### config.mk
export PLATFORM = sky130hd
export DESIGN_NAME = ex_resolve_stage
export DESIGN_NICKNAME = d
export VERILOG_FILES = /design/src/rtl/ex_resolve_stage.sv
export SDC_FILE = /design/constraint.sdc
export NUM_CORES = 1
export LEC_CHECK = 0
export CORE_MARGIN = 2
export CORE_UTILIZATION = 35
export DETAILED_ROUTE_END_ITERATION = 16
export DONT_BUFFER_PORTS = 1
export PLACE_DENSITY = 0.51
export SYNTH_ARGS = -nofsm -noshare
export SYNTH_HDL_FRONTEND = slang
export SYNTH_SLANG_ARGS = --single-unit
export TNS_END_PERCENT = 1
### constraint.sdc
create_clock -name clk -period 5.35 [get_ports clk]
set_input_delay 1.07 -clock clk [delete_from_list [all_inputs] [get_ports clk]]
set_output_delay 1.07 -clock clk [all_outputs]
set_load 0.03 [all_outputs]
### src/rtl/ex_resolve_stage.sv
// EX-stage back end: final result select, branch resolution, EX/MEM register with handshake,
// and taken-branch redirect/squash. Optional sticky overflow flag under `EX_STICKY_OVF_EN.
module ex_resolve_stage #(
    parameter int KILL_SLOTS = 2,
    parameter int CNT_W      = 2
) (
    input  logic        clk,
    input  logic        rst,
    input  logic        flush_i,
    input  logic        in_valid,
    output logic        in_ready,
    input  logic [3:0]  op_i,
    input  logic [31:0] s_i,
    input  logic        c_i,
    input  logic        v_i,
    input  logic        z_i,
    input  logic        n_i,
    input  logic [4:0]  rd_i,
    input  logic [31:0] pc_i,
    input  logic [31:0] target_i,
    output logic        out_valid,
    input  logic        out_ready,
    output logic [31:0] out_result,
    output logic [4:0]  out_rd,
    output logic [31:0] out_pc,
    output logic        redirect_o,
    output logic [31:0] redirect_pc_o,
`ifdef EX_STICKY_OVF_EN
    input  logic        ovf_clr_i,
    output logic        ovf_sticky_o,
`endif
    output logic        squash_o
);
    localparam logic [3:0] OP_SLT  = 4'd1;
    localparam logic [3:0] OP_SLTU = 4'd2;
    localparam logic [3:0] OP_BEQ  = 4'd8;
    localparam logic [3:0] OP_BNE  = 4'd9;
    localparam logic [3:0] OP_BLT  = 4'd10;
    localparam logic [3:0] OP_BGE  = 4'd11;
    localparam logic [3:0] OP_BLTU = 4'd12;
    localparam logic [3:0] OP_BGEU = 4'd13;

    localparam bit             SQUASH_EN = (KILL_SLOTS > 0);
    localparam logic [CNT_W-1:0] KILL_CNT = CNT_W'(KILL_SLOTS);
    localparam logic [CNT_W-1:0] CNT_ONE  = CNT_W'(1);

    typedef enum logic {IDLE = 1'b0, SQUASH = 1'b1} state_t;

    state_t            state_reg, state_next;
    logic [CNT_W-1:0]  cnt_reg, cnt_next;

    logic        out_valid_reg;
    logic [31:0] result_reg;
    logic [4:0]  rd_reg;
    logic [31:0] pc_reg;
    logic        redirect_reg;
    logic [31:0] redirect_pc_reg;

    logic        accept;
    logic        load;
    logic        is_branch;
    logic        taken;
    logic [31:0] result;

    assign in_ready = ~out_valid_reg | out_ready;
    assign accept   = in_valid & in_ready;

    // Compare/branch ops see A-B from the adder, so flags encode signed/unsigned order.
    always_comb begin
        is_branch = 1'b0;
        taken     = 1'b0;
        result    = s_i;
        case (op_i)
            OP_SLT:  result = {31'b0, n_i ^ v_i};
            OP_SLTU: result = {31'b0, ~c_i};
            OP_BEQ:  begin is_branch = 1'b1; taken = z_i;          end
            OP_BNE:  begin is_branch = 1'b1; taken = ~z_i;         end
            OP_BLT:  begin is_branch = 1'b1; taken = n_i ^ v_i;    end
            OP_BGE:  begin is_branch = 1'b1; taken = ~(n_i ^ v_i); end
            OP_BLTU: begin is_branch = 1'b1; taken = ~c_i;         end
            OP_BGEU: begin is_branch = 1'b1; taken = c_i;          end
            default: result = s_i;
        endcase
        if (is_branch) begin
            result = pc_i + 32'd4;
        end
    end

    always_ff @(posedge clk) begin
        if (rst) begin
            state_reg <= IDLE;
            cnt_reg   <= '0;
        end else begin
            state_reg <= state_next;
            cnt_reg   <= cnt_next;
        end
    end

    always_comb begin
        state_next = state_reg;
        cnt_next   = cnt_reg;
        if (flush_i) begin
            state_next = IDLE;
            cnt_next   = '0;
        end else begin
            case (state_reg)
                IDLE: begin
                    if (accept && taken && SQUASH_EN) begin
                        state_next = SQUASH;
                        cnt_next   = KILL_CNT;
                    end
                end
                SQUASH: begin
                    if (accept) begin
                        cnt_next = cnt_reg - CNT_ONE;
                        if (cnt_reg == CNT_ONE) begin
                            state_next = IDLE;
                        end
                    end
                end
                default: begin
                    state_next = IDLE;
                    cnt_next   = '0;
                end
            endcase
        end
    end

    // Only beats accepted in IDLE and not killed by a flush reach the output register.
    always_comb begin
        squash_o = (state_reg == SQUASH);
        load     = accept & ~flush_i & (state_reg == IDLE);
    end

    always_ff @(posedge clk) begin
        if (rst) begin
            out_valid_reg   <= 1'b0;
            result_reg      <= '0;
            rd_reg          <= '0;
            pc_reg          <= '0;
            redirect_reg    <= 1'b0;
            redirect_pc_reg <= '0;
        end else begin
            if (flush_i) begin
                out_valid_reg <= 1'b0;
            end else if (load) begin
                out_valid_reg <= 1'b1;
            end else if (out_ready) begin
                out_valid_reg <= 1'b0;
            end
            if (load) begin
                result_reg <= result;
                rd_reg     <= is_branch ? 5'd0 : rd_i;
                pc_reg     <= pc_i;
            end
            redirect_reg <= load & taken;
            if (load & taken) begin
                redirect_pc_reg <= target_i;
            end
        end
    end

`ifdef EX_STICKY_OVF_EN
    logic is_pass;
    logic ovf_reg;

    assign is_pass = (op_i != OP_SLT) && (op_i != OP_SLTU) && !is_branch;

    always_ff @(posedge clk) begin
        if (rst) begin
            ovf_reg <= 1'b0;
        end else if (load && is_pass && v_i) begin
            ovf_reg <= 1'b1;
        end else if (ovf_clr_i) begin
            ovf_reg <= 1'b0;
        end
    end

    assign ovf_sticky_o = ovf_reg;
`endif

    assign out_valid     = out_valid_reg;
    assign out_result    = result_reg;
    assign out_rd        = rd_reg;
    assign out_pc        = pc_reg;
    assign redirect_o    = redirect_reg;
    assign redirect_pc_o = redirect_pc_reg;

endmodule

==> results of run 1 <==
-- per-layer routing --
layer  share of wire [%]  global-route usage [%]  vias up
li1                    -                       -     2033
met1                  43                    21.7     1904
met2                  45                    28.4      164
met3                  10                    7.56       19
met4                 2.1                    7.34        0
met5                   0                       0        -
-- Yosys cell counts, types with 3 or more instances --
master    instances
dfxtp_1         106
clkbuf_1         35
nor2_1           29
inv_1            10
buf_6             4
buf_2             3
nor4_1            5
o21ai_0          14
and3_1            3
nand4_1           8
a211oi_1          3
o22ai_1          12
o21ai_1           4
a31oi_1          13
nor3_1           22
xor2_1           22
nand3_1          19
a21oi_1          46
xnor2_1           7
mux2i_1          33
and2_1           16
nand2b_1         67
nand2_1          79
a221oi_1         16
-- critical path, stage by stage --
cell and delay (ns):
nand2b_1 0.36, and2_2 0.93, buf_4 0.43, nor2_1 0.07, nor3_1 0.18
-- per-stage QoR --
stage          instance area [um2]  setup WS (ns)  power [mW]  cells  hold slack [ns]
2_1_floorplan                 5080           2.89        1.07    604            0.452
3_3_place_gp                  5150           2.28        1.09    748            0.463
3_5_place_dp                  5150           2.18        1.09    748            0.474
4_1_cts                       5440           2.56        1.76    763            0.485
5_1_grt                       5440           2.37        1.81    763            0.512
6_report                      5440           2.57        1.73    763            0.487
-- cells by family after synthesis --
| kind of cell | after synthesis |
|---|---|
| simple gates | 264 |
| compound gates | 116 |
| flops | 106 |
| buf+inv | 54 |
| mux | 33 |
| xor+xnor | 29 |
| fa+ha+maj | 2 |
-- power by group --
| part | switching (mW) | internal, mW | total, mW |
|---|---|---|---|
| logic | 0.0860 | 0.0631 | 0.149 |
| clock network | 0.290 | 0.374 | 0.664 |
| registers | 0.0961 | 0.824 | 0.920 |
-- cells in the final DEF, fill, tap and decap left out, drive strengths merged, types with 2 or more instances in the layout --
master,count
a31oi,13
nor4,7
nand2,79
nand2b,67
o22ai,12
and2,16
nor2b,2
inv,11
nor3,23
ha,2
o21ai,18
clkbuf,13
or3,2
buf,3
nor2,30
mux2i,33
and3,3
nand3,21
a211oi,3
a21boi,2
nand4,9
a21oi,46
xnor2,7
xor2,22
a221oi,16
dfxtp,106
-- area by class of cell --
cell class,count,area (um2),share of cell area [%]
flip-flops and latches,106,2120,39.0
inverters,11,41.3,0.759
clock inverters,2,37.5,0.690
multi-input cells,444,2740,50.3
well taps,184,230,4.23
clock buffers,13,250,4.60
repair buffers,3,22.5,0.414
-- worst paths after layout --
| path | end |
|---|---|
| max | out_result[5] |
| min | cnt_reg[0] |
| max reg2reg | out_result[5] |
| min reg2reg | cnt_reg[0] |
==> reports/qor.yml, run 1 <==
grt:
  number_of_antenna_violations_at_the_first_check_in_global_routing: 0
  gr-total-overflow: 0
  pin_count_of_the_biggest_net_entering_global_routing: 137
  grt_first_pass_wirelength_mm: 22.3
  grt_util_all_layers_pct: 18.0
  via_count_of_the_first_global_routing_pass: 4091
routing:
  vias: 4120
  drcViolationCount: 0
  detailedRoute.firstPassIterationCount: 4
  via_per_inst: 5.40
  totalWireLength_mm: 14.3
  detail_route.wl_per_cell_um: 18.7
  first_iter_violations: 200
  antenna_violating_nets_post_route: 0
clock_tree:
  post-cts-setup-buffers: 0
  ctsRootBufferMaster: "clkbuf_16"
  cts_sinks: 106
  htree_num_levels: 3
  postCtsResizedCells: 0
  clk-insertion-delay-late_ns: 0.35
  tritoncts: "done"
  total_cts_buffers: 9
  cts_max_path_buffers: 2
  post_cts_hold_buffer_count: 0
  cts.reportedPaths.clkPinSlew_ns: 0.07
synthesis:
  syn_area_per_cell_um2: 8.41
  combinational_family_with_the_most_area_after_synthesis: "simple AND/OR/NAND/NOR gates"
  fraction_of_the_yosys_area_taken_by_sequential_cells_pct: 41.8
  syn-instance-count: 604
  post_synth_mux_area_share_pct: 6.51
  ys_types: 46
  synth_fp_nets: 720
  synth_top_cell_area_share_pct: 41.8
  synth-adder-area-share_pct: 0.493
  postSynth.topFlopCell: "dfxtp_1"
  synth_simple_gate_area_share_pct: 27.5
  synth_edf_count: 0
  yosys-top-cells-area: "dfxtp_1 42%, nand2b_1 8.3%, mux2i_1 6.5%, nand2_1 5.8%, a21oi_1 4.5%"
  asyncSetResetFlopFracSynth_pct: 0
  ys_warn_count: 0
  synthDominantAreaCellType: "dfxtp_1"
  synth_compound_area_share_pct: 14.1
  postSynthRegisterBits: 106
  synthesis.area_um2: 5080
  synth_xor_xnor_area_share_pct: 5.00
sta:
  max_freq_ghz: 0.360
  rsz0062_at_grt: "false"
  report.final.hold_viol_count: 0
  finalSetupTns_ns: 0
  slew-limit-headroom_pct: 23.6
  final_period_minus_worst_setup_slack_ns: 2.78
  worst_slew_pin_slew_ns: 1.14
  finalMaxSlewViolations: 0
  layout_worst_path_cycle_share_pct: 51.9
  clock_skew_ns: 0.00663
  setup_viol: 0
cells_and_area:
  drive_above_1_share_pct: 5.18
  num-nets-final: 691
  final.fill_count: 1477
  flow.area_growth_from_synthesis_pct: 7.12
  num_antenna_cells: 0
  finalCoreUtilization_pct: 37.9
worst_setup_path:
  critical_path.reg2reg.startpoint: "out_valid"
  timing.reg2reg.setup_slack_ns: 2.86
  timing.critical_path.fanout_max: 56
  worst-endpoint-arrival_ns: 3.05
  crit_required_ns: 5.62
  critical_path.endpoint_type: "register"
  r2r_cells: 5
  timing.critical_path.from_type: "input pin"
  critical_path_class: "input pin to register"
  critical_path.startpoint: "out_ready"
floorplanning:
  initial_core_util_pct: 35.3
  placeableCoreArea_um2: 14400
  die_height_um: 124
  row_count: 44
  die_x_um: 124
  die_area_um2: 15500
  boundaryPins: 219
placed_design:
  gp_congestion: 0.831
  port_buffers: 0
  place_hpwl_mm: 10.2
worst_hold_path:
  worst_hold_path_cell_count: 2
  timing.hold.worst.class: "register to register"
  min_from: "cnt_reg[0]"
pwr:
  total_leakage_power_nw: 1.84
  peakVddDrop_mv: 0.172
  power_density_nw_per_um2: 319
run:
  max_cap_viol_count: 0
outcome:
  result_of_the_run: "finished, final reports clean"
No activity file was read; power rests on OpenSTA's default activity.
==> run 2, diff against run 1 <==
--- a/config.mk
+++ b/config.mk
@@ -9,7 +9,7 @@
 export CORE_UTILIZATION = 35
 export DETAILED_ROUTE_END_ITERATION = 16
 export DONT_BUFFER_PORTS = 1
-export PLACE_DENSITY = 0.51
+export PLACE_DENSITY = 0.53
 export SYNTH_ARGS = -nofsm -noshare
 export SYNTH_HDL_FRONTEND = slang
 export SYNTH_SLANG_ARGS = --single-unit
==> constraint.sdc (replaced) <==
create_clock -name clk -period 2.31 [get_ports clk]
set_input_delay 0.462 -clock clk [delete_from_list [all_inputs] [get_ports clk]]
set_output_delay 0.462 -clock clk [all_outputs]
set_load 0.03 [all_outputs]
==> run 2 against run 1 <==
  * Routed wire length up 0.54%
  * Worst hold slack worse by 0.27 ns
  * Clock-buffer cell count down 3
  * Combinational power up 140%
  * Total power up 130%
  * Global-route usage about the same
  * Clock power up 140%
  * First-iteration DRC count up 38%
  * Critical path type is now register to register
  * Largest power group unchanged
  * Highest routed layer unchanged
==> reports/qor.yml, run 2 (synthesized netlist as in run 1, its figures left out) <==
sta:
  rsz0062_at_grt: "false"  # unchanged
  layout_worst_path_cycle_share_pct: 89.9
  report.final.hold_viol_count: 0  # unchanged
  finalSetupTns_ns: 0  # unchanged
  worst_slew_pin_slew_ns: 1.14  # about the same
  fin_ws_ns: 0.233  # was 2.57 ns
  final_period_minus_worst_setup_slack_ns: 2.08
  clock_skew_ns: 0.00793  # was 0.00663 ns
  max_freq_ghz: 0.481
  worst_hold_slack_ns: 0.221  # was 0.487 ns
  setup_viol: 0  # unchanged
  slew-limit-headroom_pct: 23.6  # about the same
  finalMaxSlewViolations: 0  # unchanged
pwr:
  power_density_nw_per_um2: 737  # was 319 nW/um2
  peakVddDrop_mv: 0.283  # was 0.172 mV
  total_leakage_power_nw: 1.89  # was 1.84 nW
routing:
  antenna_violating_nets_post_route: 0  # unchanged
  detail_route.wl_per_cell_um: 18.6  # was 18.7 um
  via_per_inst: 5.52  # was 5.40
  drcViolationCount: 0  # unchanged
  detailedRoute.firstPassIterationCount: 4  # unchanged
  first_iter_violations: 275  # was 200
  vias: 4250  # was 4120
  totalWireLength_mm: 14.3  # about the same
worst_hold_path:
  min_from: "rst"  # was cnt_reg[0]
  timing.hold.worst.class: "input pin to register"  # was register to register
  hold_end: "out_pc[21]"  # was cnt_reg[0]
  worst_hold_path_cell_count: 1  # was 2
floorplanning:
  initial_core_util_pct: 35.3  # unchanged
  die_x_um: 124  # unchanged
  boundaryPins: 219  # unchanged
  die_height_um: 124  # unchanged
  die_area_um2: 15500  # unchanged
  placeableCoreArea_um2: 14400  # unchanged
  row_count: 44  # unchanged
placed_design:
  gp_congestion: 0.823  # was 0.831
  preCtsSetupSlack_ns: -0.00510  # was 2.18 ns
  port_buffers: 0  # unchanged
  place_hpwl_mm: 10.3  # was 10.2 mm
worst_setup_path:
  r2r_cells: 5  # unchanged
  critical_path.startpoint: "out_valid"  # was out_ready
  timing.reg2reg.setup_slack_ns: 0.23  # was 2.86 ns
  timing.critical_path.fanout_max: 32  # was 56
  timing.critical_path.from_type: "register"  # was input pin
  critical_path.endpoint_type: "register"  # unchanged
  critical_path_class: "register to register"  # was input pin to register
  crit_required_ns: 2.58  # was 5.62 ns
  critical_path.reg2reg.endpoint: "redirect_pc_o[15]"  # was out_result[5]
  worst-endpoint-arrival_ns: 2.35  # was 3.05 ns
  critical_path.reg2reg.startpoint: "out_valid"  # unchanged
grt:
  pin_count_of_the_biggest_net_entering_global_routing: 137  # unchanged
  gr-total-overflow: 0  # unchanged
  number_of_antenna_violations_at_the_first_check_in_global_routing: 0  # unchanged
  grt_first_pass_wirelength_mm: 22.6  # was 22.3 mm
  via_count_of_the_first_global_routing_pass: 4134  # was 4091
  grt_util_all_layers_pct: 18.0  # about the same
cells_and_area:
  flow.area_growth_from_synthesis_pct: 8.75  # was 7.12%
  num_antenna_cells: 0  # unchanged
  num-nets-final: 697  # was 691
  drive_above_1_share_pct: 6.83  # was 5.18%
  leading_cell_type_in_the_layout_fill_and_taps_excluded: "dfxtp_1"  # unchanged
  layout_common_cells: "105 x dfxtp_1, 78 x nand2_1, 67 x nand2b_1"  # was 106 x dfxtp_1, 78 x nand2_1, 67 x nand2b_1
clock_tree:
  tritoncts: "done"  # unchanged
  clk-insertion-delay-late_ns: 0.35  # about the same
  ctsRootBufferMaster: "clkbuf_16"  # unchanged
  post_cts_hold_buffer_count: 0  # unchanged
  cts_max_path_buffers: 2  # unchanged
  postCtsResizedCells: 0  # unchanged
  total_cts_buffers: 9  # unchanged
  post-cts-setup-buffers: 0  # unchanged
  htree_num_levels: 3  # unchanged
  cts.reportedPaths.clkPinSlew_ns: 0.07  # about the same
  cts_sinks: 106  # unchanged
run:
  max_cap_viol_count: 0  # unchanged
outcome:
  result_of_the_run: "finished, final reports clean"  # unchanged
-- run 2: cell types whose count changed in the layout (fill, tap and decap cells not counted), sizes merged --
cell,previous run,this run
buf,3,9
clkbuf,13,10
clkinv,0,2
clkinvlp,1,2
inv,11,12
-- run 2: cell type report --
type	count	area (um2)
flip-flops and latches	106	2120
multi-input cells	444	2730
well taps	184	230
clock inverters	6	63.8
inverters	11	41.3
repair buffers	9	92.6
fillers	1446	8850
clock buffers	10	239
-- run 2: report_power, final --
group          switching (mW)  leakage [nW]  internal, mW  total, mW
Clock                   0.709         0.145         0.871       1.58
Sequential              0.223         0.864          1.91       2.13
Combinational           0.203         0.876         0.157      0.360
-- run 2: worst max path at each step --
stage / endpoint / slack (ns) / cells past startpoint
after floorplan: out_pc[13] / 0.44 / 6
after global placement: redirect_pc_o[24] / 0.08 / 5
after detailed placement: redirect_pc_o[1] / -0.005 / 5
after CTS: redirect_pc_o[1] / 0.15 / 5
after global routing: redirect_pc_o[27] / 0.03 / 5
final: redirect_pc_o[15] / 0.23 / 5
-- run 2: per-stage QoR --
step	cells	power [mW]	utilization, %	cell area (um2)
6_report	770	4.07	38.4	5520
5_1_grt	770	4.25	38.4	5520
4_1_cts	770	4.13	38.4	5520
3_5_place_dp	754	2.54	36.3	5220
3_3_place_gp	754	2.53	36.3	5220
2_1_floorplan	604	2.47	-	5080
-- run 2: metal layers --
| metal | up-vias | part of all wire, % | GRT usage (%) |
|---|---|---|---|
| met3 | 14 | 9.8 | 7.22 |
| met1 | 1998 | 43 | 22.4 |
| li1 | 2047 | - | - |
| met2 | 191 | 45 | 28.3 |
| met5 | - | 0 | 0 |
| met4 | 0 | 1.4 | 6.08 |
-- run 2: critical path, cell delays in order (launching register included) --
cell,delay (ns)
dfxtp_2,0.38
nand2b_1,0.10
and2_1,0.20
nand3_1,0.14
nor2_4,0.87
mux2i_1,0.29
